## config.mk

```make
export PLATFORM = sky130hd
export DESIGN_NAME = uart_tx_frame_engine_flat
export DESIGN_NICKNAME = d
export VERILOG_FILES = /design/src/rtl/uart_tx_frame_engine_if.sv /design/src/rtl/uart_tx_frame_engine.sv /design/src/flat_wrapper.sv
export SDC_FILE = /design/constraint.sdc
export NUM_CORES = 1
export LEC_CHECK = 0
export ABC_AREA = 0
export BUFFER_PORTS_ARGS = -buffer_cell sky130_fd_sc_hd__buf_2
export CORE_MARGIN = 2
export CORE_UTILIZATION = 39
export CTS_CLUSTER_DIAMETER = 120
export DETAILED_ROUTE_END_ITERATION = 16
export PLACE_DENSITY = 0.53
export SYNTH_ARGS = -nofsm -noshare
export SYNTH_HDL_FRONTEND = slang
export SYNTH_SLANG_ARGS = --single-unit
```

## constraint.sdc

```tcl
create_clock -name CLK -period 5.5 [get_ports CLK]
set_input_delay 1.1 -clock CLK [delete_from_list [all_inputs] [get_ports CLK]]
set_output_delay 1.1 -clock CLK [all_outputs]
set_load 0.005 [all_outputs]
```

## src/rtl/uart_tx_frame_engine_if.sv

```systemverilog
// Handshake and serial-line bundle between a byte producer and the UART frame transmitter.
// The producer drives the request side; the transmitter drives the line and status flags.
interface uart_tx_frame_engine_if #(
    parameter int DATA_WIDTH = 8,
    parameter int PRESCALE_W = 6
);
    logic [DATA_WIDTH-1:0] P_DATA;
    logic                  DATA_VALID;
    logic                  PAR_EN;
    logic                  PAR_TYP;
    logic [PRESCALE_W-1:0] prescale;
    logic                  TX_OUT;
    logic                  busy;
    logic                  done;

    modport master (
        output P_DATA, DATA_VALID, PAR_EN, PAR_TYP, prescale,
        input  TX_OUT, busy, done
    );

    modport slave (
        input  P_DATA, DATA_VALID, PAR_EN, PAR_TYP, prescale,
        output TX_OUT, busy, done
    );
endinterface

```

## src/rtl/uart_tx_frame_engine.sv

```systemverilog
// UART transmitter: start bit, LSB-first payload, optional parity, one stop bit.
// Each bit lasts a prescale number of clocks; the frame settings are frozen at accept.
module uart_tx_frame_engine #(
    parameter int DATA_WIDTH = 8,
    parameter int PRESCALE_W = 6
) (
    input  logic                  CLK,
    input  logic                  RST,
    uart_tx_frame_engine_if.slave bus
);

    localparam int BIT_W = (DATA_WIDTH > 1) ? $clog2(DATA_WIDTH) : 1;
    localparam logic [BIT_W-1:0] LAST_BIT = BIT_W'(DATA_WIDTH - 1);

    typedef enum logic [2:0] {
        IDLE   = 3'd0,
        START  = 3'd1,
        DATA   = 3'd2,
        PARITY = 3'd3,
        STOP   = 3'd4
    } state_t;

    state_t                state_q,    state_d;
    logic [PRESCALE_W-1:0] edge_cnt_q, edge_cnt_d;
    logic [BIT_W-1:0]      bit_cnt_q,  bit_cnt_d;
    logic [DATA_WIDTH-1:0] data_q,     data_d;
    logic [PRESCALE_W-1:0] presc_q,    presc_d;
    logic                  par_en_q,   par_en_d;
    logic                  par_typ_q,  par_typ_d;
    logic                  tx_q,       tx_d;
    logic                  busy_q,     busy_d;
    logic                  done_q,     done_d;

    logic [PRESCALE_W-1:0] p_last_s;
    logic [PRESCALE_W-1:0] edge_cnt_inc_s;
    logic [BIT_W-1:0]      bit_cnt_inc_s;
    logic                  bit_end_s;
    logic                  parity_s;

    // Even parity is the XOR of the payload; odd parity inverts it.
    function automatic logic calc_parity(input logic [DATA_WIDTH-1:0] data, input logic odd);
        return (^data) ^ odd;
    endfunction

    // Bit-period bookkeeping; a latched prescale of zero behaves as one clock per bit.
    always_comb begin
        p_last_s       = (presc_q == {PRESCALE_W{1'b0}}) ? {PRESCALE_W{1'b0}}
                                                         : presc_q - PRESCALE_W'(1);
        bit_end_s      = (edge_cnt_q == p_last_s);
        edge_cnt_inc_s = bit_end_s ? {PRESCALE_W{1'b0}} : edge_cnt_q + PRESCALE_W'(1);
        bit_cnt_inc_s  = bit_cnt_q + BIT_W'(1);
        parity_s       = calc_parity(data_q, par_typ_q);
    end

    // Next-state and next-output logic of the frame sequencer.
    always_comb begin
        state_d    = state_q;
        edge_cnt_d = edge_cnt_q;
        bit_cnt_d  = bit_cnt_q;
        data_d     = data_q;
        presc_d    = presc_q;
        par_en_d   = par_en_q;
        par_typ_d  = par_typ_q;
        tx_d       = tx_q;
        busy_d     = busy_q;
        done_d     = 1'b0;

        case (state_q)
            IDLE: begin
                if (bus.DATA_VALID) begin
                    state_d    = START;
                    data_d     = bus.P_DATA;
                    par_en_d   = bus.PAR_EN;
                    par_typ_d  = bus.PAR_TYP;
                    presc_d    = bus.prescale;
                    edge_cnt_d = {PRESCALE_W{1'b0}};
                    bit_cnt_d  = {BIT_W{1'b0}};
                    tx_d       = 1'b0;
                    busy_d     = 1'b1;
                end else begin
                    tx_d   = 1'b1;
                    busy_d = 1'b0;
                end
            end
            START: begin
                edge_cnt_d = edge_cnt_inc_s;
                if (bit_end_s) begin
                    state_d   = DATA;
                    bit_cnt_d = {BIT_W{1'b0}};
                    tx_d      = data_q[0];
                end else begin
                    tx_d = 1'b0;
                end
            end
            DATA: begin
                edge_cnt_d = edge_cnt_inc_s;
                if (bit_end_s) begin
                    if (bit_cnt_q == LAST_BIT) begin
                        if (par_en_q) begin
                            state_d = PARITY;
                            tx_d    = parity_s;
                        end else begin
                            state_d = STOP;
                            tx_d    = 1'b1;
                        end
                    end else begin
                        bit_cnt_d = bit_cnt_inc_s;
                        tx_d      = data_q[bit_cnt_inc_s];
                    end
                end else begin
                    tx_d = data_q[bit_cnt_q];
                end
            end
            PARITY: begin
                edge_cnt_d = edge_cnt_inc_s;
                if (bit_end_s) begin
                    state_d = STOP;
                    tx_d    = 1'b1;
                end else begin
                    tx_d = parity_s;
                end
            end
            STOP: begin
                edge_cnt_d = edge_cnt_inc_s;
                tx_d       = 1'b1;
                if (bit_end_s) begin
                    state_d = IDLE;
                    busy_d  = 1'b0;
                    done_d  = 1'b1;
                end else begin
                    busy_d = 1'b1;
                end
            end
            default: begin
                state_d    = IDLE;
                edge_cnt_d = {PRESCALE_W{1'b0}};
                bit_cnt_d  = {BIT_W{1'b0}};
                tx_d       = 1'b1;
                busy_d     = 1'b0;
            end
        endcase
    end

    // State and output registers; reset abandons any frame in flight.
    always_ff @(posedge CLK or posedge RST) begin
        if (RST) begin
            state_q    <= IDLE;
            edge_cnt_q <= {PRESCALE_W{1'b0}};
            bit_cnt_q  <= {BIT_W{1'b0}};
            data_q     <= {DATA_WIDTH{1'b0}};
            presc_q    <= {PRESCALE_W{1'b0}};
            par_en_q   <= 1'b0;
            par_typ_q  <= 1'b0;
            tx_q       <= 1'b1;
            busy_q     <= 1'b0;
            done_q     <= 1'b0;
        end else begin
            state_q    <= state_d;
            edge_cnt_q <= edge_cnt_d;
            bit_cnt_q  <= bit_cnt_d;
            data_q     <= data_d;
            presc_q    <= presc_d;
            par_en_q   <= par_en_d;
            par_typ_q  <= par_typ_d;
            tx_q       <= tx_d;
            busy_q     <= busy_d;
            done_q     <= done_d;
        end
    end

    assign bus.TX_OUT = tx_q;
    assign bus.busy   = busy_q;
    assign bus.done   = done_q;

endmodule

```

## src/flat_wrapper.sv

```systemverilog
// flat-port wrapper written by rule: the top's interface ports become plain ports
module uart_tx_frame_engine_flat 
#(
    parameter int DATA_WIDTH = 8,
    parameter int PRESCALE_W = 6
)
  (CLK, RST, bus_P_DATA, bus_DATA_VALID, bus_PAR_EN, bus_PAR_TYP, bus_prescale, bus_TX_OUT, bus_busy, bus_done);
  uart_tx_frame_engine_if #(.DATA_WIDTH(DATA_WIDTH), .PRESCALE_W(PRESCALE_W)) bus_i ();
  input  logic CLK;
  input  logic RST;
  input wire logic [$bits(bus_i.P_DATA)-1:0] bus_P_DATA;
  input wire logic [$bits(bus_i.DATA_VALID)-1:0] bus_DATA_VALID;
  input wire logic [$bits(bus_i.PAR_EN)-1:0] bus_PAR_EN;
  input wire logic [$bits(bus_i.PAR_TYP)-1:0] bus_PAR_TYP;
  input wire logic [$bits(bus_i.prescale)-1:0] bus_prescale;
  output wire logic [$bits(bus_i.TX_OUT)-1:0] bus_TX_OUT;
  output wire logic [$bits(bus_i.busy)-1:0] bus_busy;
  output wire logic [$bits(bus_i.done)-1:0] bus_done;
  assign bus_i.P_DATA = bus_P_DATA;
  assign bus_i.DATA_VALID = bus_DATA_VALID;
  assign bus_i.PAR_EN = bus_PAR_EN;
  assign bus_i.PAR_TYP = bus_PAR_TYP;
  assign bus_i.prescale = bus_prescale;
  assign bus_TX_OUT = bus_i.TX_OUT;
  assign bus_busy = bus_i.busy;
  assign bus_done = bus_i.done;
  uart_tx_frame_engine #(.DATA_WIDTH(DATA_WIDTH), .PRESCALE_W(PRESCALE_W)) u_core (.CLK(CLK), .RST(RST), .bus(bus_i));
endmodule
```

==> summary.md, run 1 <==
| Metric | Value |
|---|---|
| Outcome | complete, no violations |
| Post-route antenna net violation count | 0 |
| Std-Cell Core Area | 4720 um^2 |
| Sum of net half-perimeters after detailed placement | 2940 um |
| Hold Buf Count CTS | 0 |
| Full die area | 5510 um^2 |
| Buffer cell driving the clock tree root | sky130_fd_sc_hd__clkbuf_8 |
| Register bit total from synthesis | 31 |
| Initial core utilization | 40.7% |
| First-pass GRT wire length | 7040 um |
| Critical path endpoint | u_core.bit_cnt_q[1] |
| Number of flops mapped to enable cells by yosys | 0 |
| Number of instances resized during post-cts repair | 0 |
| Number of warnings printed during yosys synthesis | 0 |
| Total GRT Usage | 16.7% |
| Syn nets | 204 |
| Number of I/O pins | 22 |
| Standby leakage power | 0.966 nW |
| Netlist cell types | 47 |
| Register-to-register path setup slack | 2880 ps |
| Sum of negative setup slack | 0 ps |
| Clock net sink count | 31 |
| Max-cap violations | 0 |
| CTS max path bufs | 2 |
| TritonCTS clock tree | built |
| Slew @ Worst Pin | 740 ps |
| CP endpoint kind | flop |
| Synth Flop Type | sky130_fd_sc_hd__dfrtp_1 |
| Count of standard-cell rows | 25 |
| Number of vias after detailed routing | 1478 |
| Hold crit path type | reg2reg |
| Number of antenna diodes | 0 |
| Grt ovf | 0 |
| Maximum number of pins on one net before global-route repair | 32 |
| Routed len/inst | 14.2 um |
| Post-Route WL | 3870 um |
| Max-slew violations | 0 |
| First element of the critical path | u_core.presc_q[0] |
| Vias in the first global route | 1557 |
| Part of the Yosys area used for sequential elements | 40.4% |
| Commonest cells after routing, fill and taps aside | sky130_fd_sc_hd__dfrtp_1, sky130_fd_sc_hd__buf_2, sky130_fd_sc_hd__mux2_2 |
| Net total in the final layout | 228 |
| Number of H-tree levels | 2 |
| Final-layout worst hold slack | 544 ps |
| Vias per inst | 5.41 |
| Post-Synthesis Cell Area | 1920 um^2 |
| Max-slew headroom | 50.7% |
| Setup Crit Path Kind | reg2reg |
| Clock transition time at the flip-flop clock pins of the worst setup and hold paths | 60 ps |
| Critical hold path startpoint | u_core.par_typ_q |
| Maximum VDD drop | 0.121 mV |
| Most common cell after layout, fill and taps aside | sky130_fd_sc_hd__dfrtp_1 |
| Insertion delay of the later-clocked pin in the worst-skew pair | 280 ps |
| Post-layout minimum cycle time | 2620 ps |
| Post-CTS setup repair buffer count | 0 |
| Number of buffers inserted by port buffering | 21 |
| Worst slack after detailed placement | 2890 ps |
| Number of CTS-inserted buffers | 5 |
| Signal arrival time at the worst endpoint | 2740 ps |
| Initial antenna violation count | 0 |
| Final hold vios | 0 |
| Period Utilization, post-route | 47.6% |
| Source of the worst register-to-register timing path | u_core.presc_q[0] |
| Detailed-route DRC error count | 0 |
| Fraction of registers with async set/reset | 100% |
| Worst R2R End | u_core.bit_cnt_q[1] |
| Power density over the cells | 187 nW/um^2 |
| Setup repair after global routing missed its margin | false |
| Syn avg cell area | 10.6 um^2 |
| Fmax | 382 MHz |
| Cell count of the worst reg-to-reg path | 8 |
| Number of iterations in the first detailed-routing pass | 4 |
| Area growth syn-to-layout | 13.3% |
| Startpoint class of the critical path | flop |
| Fin Clk Skew | 7.57 ps |
| Cell depth of the worst hold path | 1 |
| First DRT Iteration DRCs | 72 |
| Share of post-route cells with drive strength above 1 | 25.7% |
| Endpoints failing setup | 0 |
| Crit path required time | 5620 ps |
| Die Y | 74.2 um |
| Overall die width | 74.2 um |
| Max FO, Critical Path | 7 |
| Weighted congestion reported at the end of routability-driven placement | 0.890 |
| Syn Inst Count | 181 |
| Final worst setup slack | 2880 ps |
==> metal layers <==
metal | GRT usage (%) | wire length (um) | vias to the layer above
met3 | 4.07 | 107 | 4
met1 | 19.2 | 1710 | 731
met5 | 0 | 0 | -
met4 | 6.46 | 51 | 0
met2 | 30.1 | 2010 | 21
li1 | - | - | 722
==> state kept, by name (all words and copies together), names as in the netlist <==
register and flops:
u_core.bus.TX_OUT 1, u_core.bit_cnt_q 3, u_core.par_en_q 1, u_core.bus.done 1
u_core.edge_cnt_q 6, u_core.data_q 8, u_core.state_q 3, u_core.bus.busy 1
u_core.par_typ_q 1, u_core.presc_q 6
==> report_power, final <==
| part | leakage, nW | internal [mW] | total [mW] | switching, mW |
|---|---|---|---|---|
| Sequential | 0.378 | 0.228 | 0.228 | 0 |
| Combinational | 0.548 | 0.00530 | 0.0118 | 0.00652 |
| Clock | 0.0395 | 0.0897 | 0.168 | 0.0779 |
| Total | 0.966 | 0.323 | 0.408 | 0.0844 |
==> synth_stat cells, types with 3 or more instances <==
master | count | area [um^2]
sky130_fd_sc_hd__xnor2_1 | 9 | 78.8
sky130_fd_sc_hd__nor3_1 | 5 | 25.0
sky130_fd_sc_hd__nor2b_1 | 5 | 31.3
sky130_fd_sc_hd__inv_1 | 10 | 37.5
sky130_fd_sc_hd__nand2b_1 | 3 | 18.8
sky130_fd_sc_hd__mux2_2 | 14 | 158
sky130_fd_sc_hd__nand2_1 | 12 | 45.0
sky130_fd_sc_hd__a21oi_1 | 5 | 25.0
sky130_fd_sc_hd__ha_1 | 4 | 50.1
sky130_fd_sc_hd__o221ai_1 | 4 | 35.0
sky130_fd_sc_hd__a32o_1 | 5 | 50.1
sky130_fd_sc_hd__o21ai_0 | 6 | 30.0
sky130_fd_sc_hd__clkbuf_1 | 4 | 15.0
sky130_fd_sc_hd__mux4_2 | 4 | 90.1
sky130_fd_sc_hd__o22ai_1 | 3 | 18.8
sky130_fd_sc_hd__xor2_1 | 5 | 43.8
sky130_fd_sc_hd__nor2_1 | 12 | 45.0
sky130_fd_sc_hd__dfrtp_1 | 30 | 751
sky130_fd_sc_hd__nand3_1 | 7 | 35.0
==> worst min path at each step <==
stage	to	slack [ps]
4_1_cts	u_core.par_typ_q	550
3_3_place_gp	u_core.par_typ_q	520
3_5_place_dp	u_core.par_typ_q	530
2_1_floorplan	u_core.par_typ_q	500
6_report	u_core.par_typ_q	540
5_1_grt	u_core.par_typ_q	590
==> cell type report <==
class / count / area [um^2]
multi-input cells: 135 / 1090
flip-flops and latches: 31 / 777
fillers: 457 / 2540
clock buffers: 8 / 80.1
inverters: 10 / 37.5
repair buffers: 22 / 113
well taps: 67 / 83.8
==> stage by stage <==
| stage | util, % | total power [mW] | instance area [um^2] | instances |
|---|---|---|---|---|
| 2_1_floorplan | - | 0.236 | 1920 | 181 |
| 3_3_place_gp | 44.4 | 0.244 | 2100 | 265 |
| 3_5_place_dp | 44.4 | 0.245 | 2100 | 265 |
| 4_1_cts | 46.1 | 0.414 | 2180 | 273 |
| 5_1_grt | 46.1 | 0.430 | 2180 | 273 |
| 6_report | 46.1 | 0.408 | 2180 | 273 |
==> worst max-delay path, cell delays in order, from the launching register on <==
cell	delay (ps)
sky130_fd_sc_hd__dfrtp_1	400
sky130_fd_sc_hd__inv_1	130
sky130_fd_sc_hd__ha_1	280
sky130_fd_sc_hd__nor3b_1	290
sky130_fd_sc_hd__mux2i_1	270
sky130_fd_sc_hd__xor2_1	300
sky130_fd_sc_hd__o2111ai_4	220
sky130_fd_sc_hd__nor2_1	400
sky130_fd_sc_hd__o221ai_1	180
==> logic make-up after synthesis <==
group,share of synthesized area [%]
compound gates,16.7
xor+xnor,7.55
fa+ha+maj,2.60
buf+inv,2.99
flops,40.4
mux,13.9
simple gates,15.8
Power figures use the tool's default switching activity.
==> run 2: changes to the inputs <==
Clock period 5.5 ns to 2.7 ns, I/O delays scaled along.
==> run 2 against run 1 <==
Sequential cell count did not move. Die area unchanged. Cell count rose by 0.37%. Via count down 0.47%. Worst hold slack lost 220 ps. Critical endpoint is now u_core.edge_cnt_q[5]. Clock skew rose by 1.0 ps. Utilization rose by 0.29 points. Total power is 110% higher. Cell area up 0.63%. Largest cell class unchanged. Combinational power up 100%. Setup slack worse by 2700 ps.
==> summary.md, run 2 (same netlist as run 1, synthesis figures left out) <==
| Metric | Value |
|---|---|
| Detailed-route DRC error count | 0 (unchanged) |
| Final-layout fill cell count | 452 (-1.1%) |
| Period Utilization, post-route | 93.1% (+45 points) |
| Slowest CP cell | sky130_fd_sc_hd__dfrtp_1 |
| Vias per inst | 5.37 (-0.84%) |
| Post-route standard cell area excluding fillers | 2190 um^2 (+0.63%) |
| Buffer cell driving the clock tree root | sky130_fd_sc_hd__clkbuf_8 |
| Initial antenna violation count | 0 (unchanged) |
| Commonest cells after routing, fill and taps aside | sky130_fd_sc_hd__dfrtp_1, sky130_fd_sc_hd__buf_2, sky130_fd_sc_hd__mux2_2 |
| Design Power | 0.842 mW (+110%) |
| Final hold vios | 0 (unchanged) |
| Placed Area | 2110 um^2 (+0.36%) |
| Number of buffers inserted by port buffering | 21 (unchanged) |
| Maximum VDD drop | 0.151 mV (+25%) |
| Setup Crit Path Kind | reg2reg |
| Critical path cell sequence | inv_1 -> ha_1 -> nor3b_1 -> mux2i_1 -> xor2_1 -> o2111a_1 -> nand2_2 -> a32o_1 |
| Std-Cell Core Area | 4720 um^2 (unchanged) |
| Met2 wirelength from detailed routing | 2070 um (+3.4%) |
| Max FFs per register | 8 (unchanged) |
| Hold Buf Count CTS | 0 (unchanged) |
| Number of antenna diodes | 0 (unchanged) |
| Final non-filler cell total | 274 (+0.37%) |
| Fin Clk Skew | 8.57 ps (+0.997 ps) |
| Weighted congestion reported at the end of routability-driven placement | 0.876 (-1.5%) |
| Max-slew violations | 0 (unchanged) |
| Max incr delay on CP | 390 ps (about the same) |
| Startpoint class of the critical path | flop |
| Crit path required time | 2870 ps (-2750 ps) |
| Number of iterations in the first detailed-routing pass | 4 (unchanged) |
| Signal arrival time at the worst endpoint | 2690 ps (-50 ps) |
| Number of vias after detailed routing | 1471 (-0.47%) |
| Net total in the final layout | 229 (+0.44%) |
| Final worst setup slack | 188 ps (-2690 ps) |
| Number of CTS-inserted buffers | 5 (unchanged) |
| Routed len/inst | 14.7 um (+3.9%) |
| CP endpoint kind | flop |
| Standby leakage power | 0.979 nW (+1.4%) |
| TritonCTS clock tree | built |
| Maximum number of pins on one net before global-route repair | 32 (unchanged) |
| Endpoints failing setup | 0 (unchanged) |
| Worst slack after detailed placement | 184 ps (-2710 ps) |
| Grt ovf | 0 (unchanged) |
| Overall die width | 74.2 um (unchanged) |
| Outcome | complete, no violations |
| Most common cell after layout, fill and taps aside | sky130_fd_sc_hd__dfrtp_1 |
| Final design utilization | 46.4% (+0.29 points) |
| Max-slew headroom | 52.1% (+1.5 points) |
| Worst path buffer plus inverter count | 1 (unchanged) |
| Fmax | 398 MHz (+4.3%) |
| Power density over the cells | 384 nW/um^2 (+110%) |
| Number of I/O pins | 22 (unchanged) |
| Post-route antenna net violation count | 0 (unchanged) |
| Largest Register | u_core.data_q |
| Post-Route WL | 4040 um (+4.2%) |
| Share of post-route cells with drive strength above 1 | 28.0% (+2.3 points) |
| Setup repair after global routing missed its margin | false |
| Cell family with the largest share of critical-path delay | compound AO/OA/AOI/OAI gates |
| Post-layout minimum cycle time | 2510 ps (-107 ps) |
| Count of standard-cell rows | 25 (unchanged) |
| Vias in the first global route | 1641 (+5.4%) |
| Hold crit path type | in2async |
| Number of H-tree levels | 2 (unchanged) |
| Slew @ Worst Pin | 718 ps (-21.8 ps) |
| Die Y | 74.2 um (unchanged) |
| Full die area | 5510 um^2 (unchanged) |
| Top layer used by detailed routing | met4 |
| CTS max path bufs | 2 (unchanged) |
| Initial core utilization | 40.7% (unchanged) |
| Register-to-register path setup slack | 190 ps (-2690 ps) |
| First-pass GRT wire length | 7270 um (+3.1%) |
| Total GRT Usage | 17.3% (+0.54 points) |
| Final-layout worst hold slack | 323 ps (-221 ps) |
| Area growth syn-to-layout | 14.1% |
| Clock net sink count | 31 (unchanged) |
| Detailed-routing wirelength on met1 | 1770 um (+3.9%) |
| Sum of negative setup slack | 0 ps (unchanged) |
| Max-cap violations | 0 (unchanged) |
| Detail Route met3 WL | 124 um (+16%) |
| Biggest registers after layout | u_core.data_q x8, u_core.edge_cnt_q x6, u_core.presc_q x6 |
| Sum of net half-perimeters after detailed placement | 3040 um (+3.4%) |
| Insertion delay of the later-clocked pin in the worst-skew pair | 290 ps (about the same) |
| First DRT Iteration DRCs | 37 (-49%) |
| Clock transition time at the flip-flop clock pins of the worst setup and hold paths | 70 ps (about the same) |
| Number of cells in the design after placement | 266 (+0.38%) |
| Max FO, Critical Path | 7 (unchanged) |
[run 2: cell types whose count changed in the layout (fill, tap and decap cells not counted), sizes merged]
cell and change:
clkbuf -3, clkinv +3, buf +1
[run 2: final cells by class]
| class | count | area (um^2) | share of cell area [%] |
|---|---|---|---|
| clock buffer | 5 | 68.8 | 3.14 |
| timing repair buffer | 23 | 120 | 5.48 |
| tap | 67 | 83.8 | 3.82 |
| inverter | 10 | 37.5 | 1.71 |
| clock inverter | 3 | 15.0 | 0.685 |
| multi-input combinational | 135 | 1090 | 49.7 |
| sequential | 31 | 777 | 35.4 |
[run 2: power breakdown]
part	internal, mW	total [mW]	switching (mW)
registers	0.464	0.464	0
logic	0.0108	0.0239	0.0131
clock network	0.176	0.354	0.178
total	0.651	0.842	0.191
[run 2: what timing repair did]
action / 4_1_cts / 5_1_grt
setup buffers: 0 / 0
hold endpoints to repair: 0 / 0
endpoints found under the setup margin: 0 / 1
gates resized for setup: 0 / 1
[run 2: layer usage]
layer | GRT usage, % | vias up
met5 | 0 | -
met3 | 4.20 | 5
li1 | - | 722
met2 | 30.7 | 22
met4 | 6.46 | 0
met1 | 20.2 | 722
[run 2: worst paths after layout]
path | startpoint | endpoint | cells after the start
setup reg to reg | u_core.presc_q[0] | u_core.edge_cnt_q[5] | 8
min in group CLK | bus_prescale[0] | u_core.presc_q[0] | 3
max in group asynchronous | RST | u_core.bus.TX_OUT | 3
hold / removal | RST | u_core.data_q[7] | 3
setup / recovery | u_core.presc_q[0] | u_core.edge_cnt_q[5] | 8
hold reg to reg | u_core.par_typ_q | u_core.par_typ_q | 1
[run 2: tightest hold or removal path: cells and delay by family]
kind	cells	cell delay [ps]
buffers and inverters	3	480
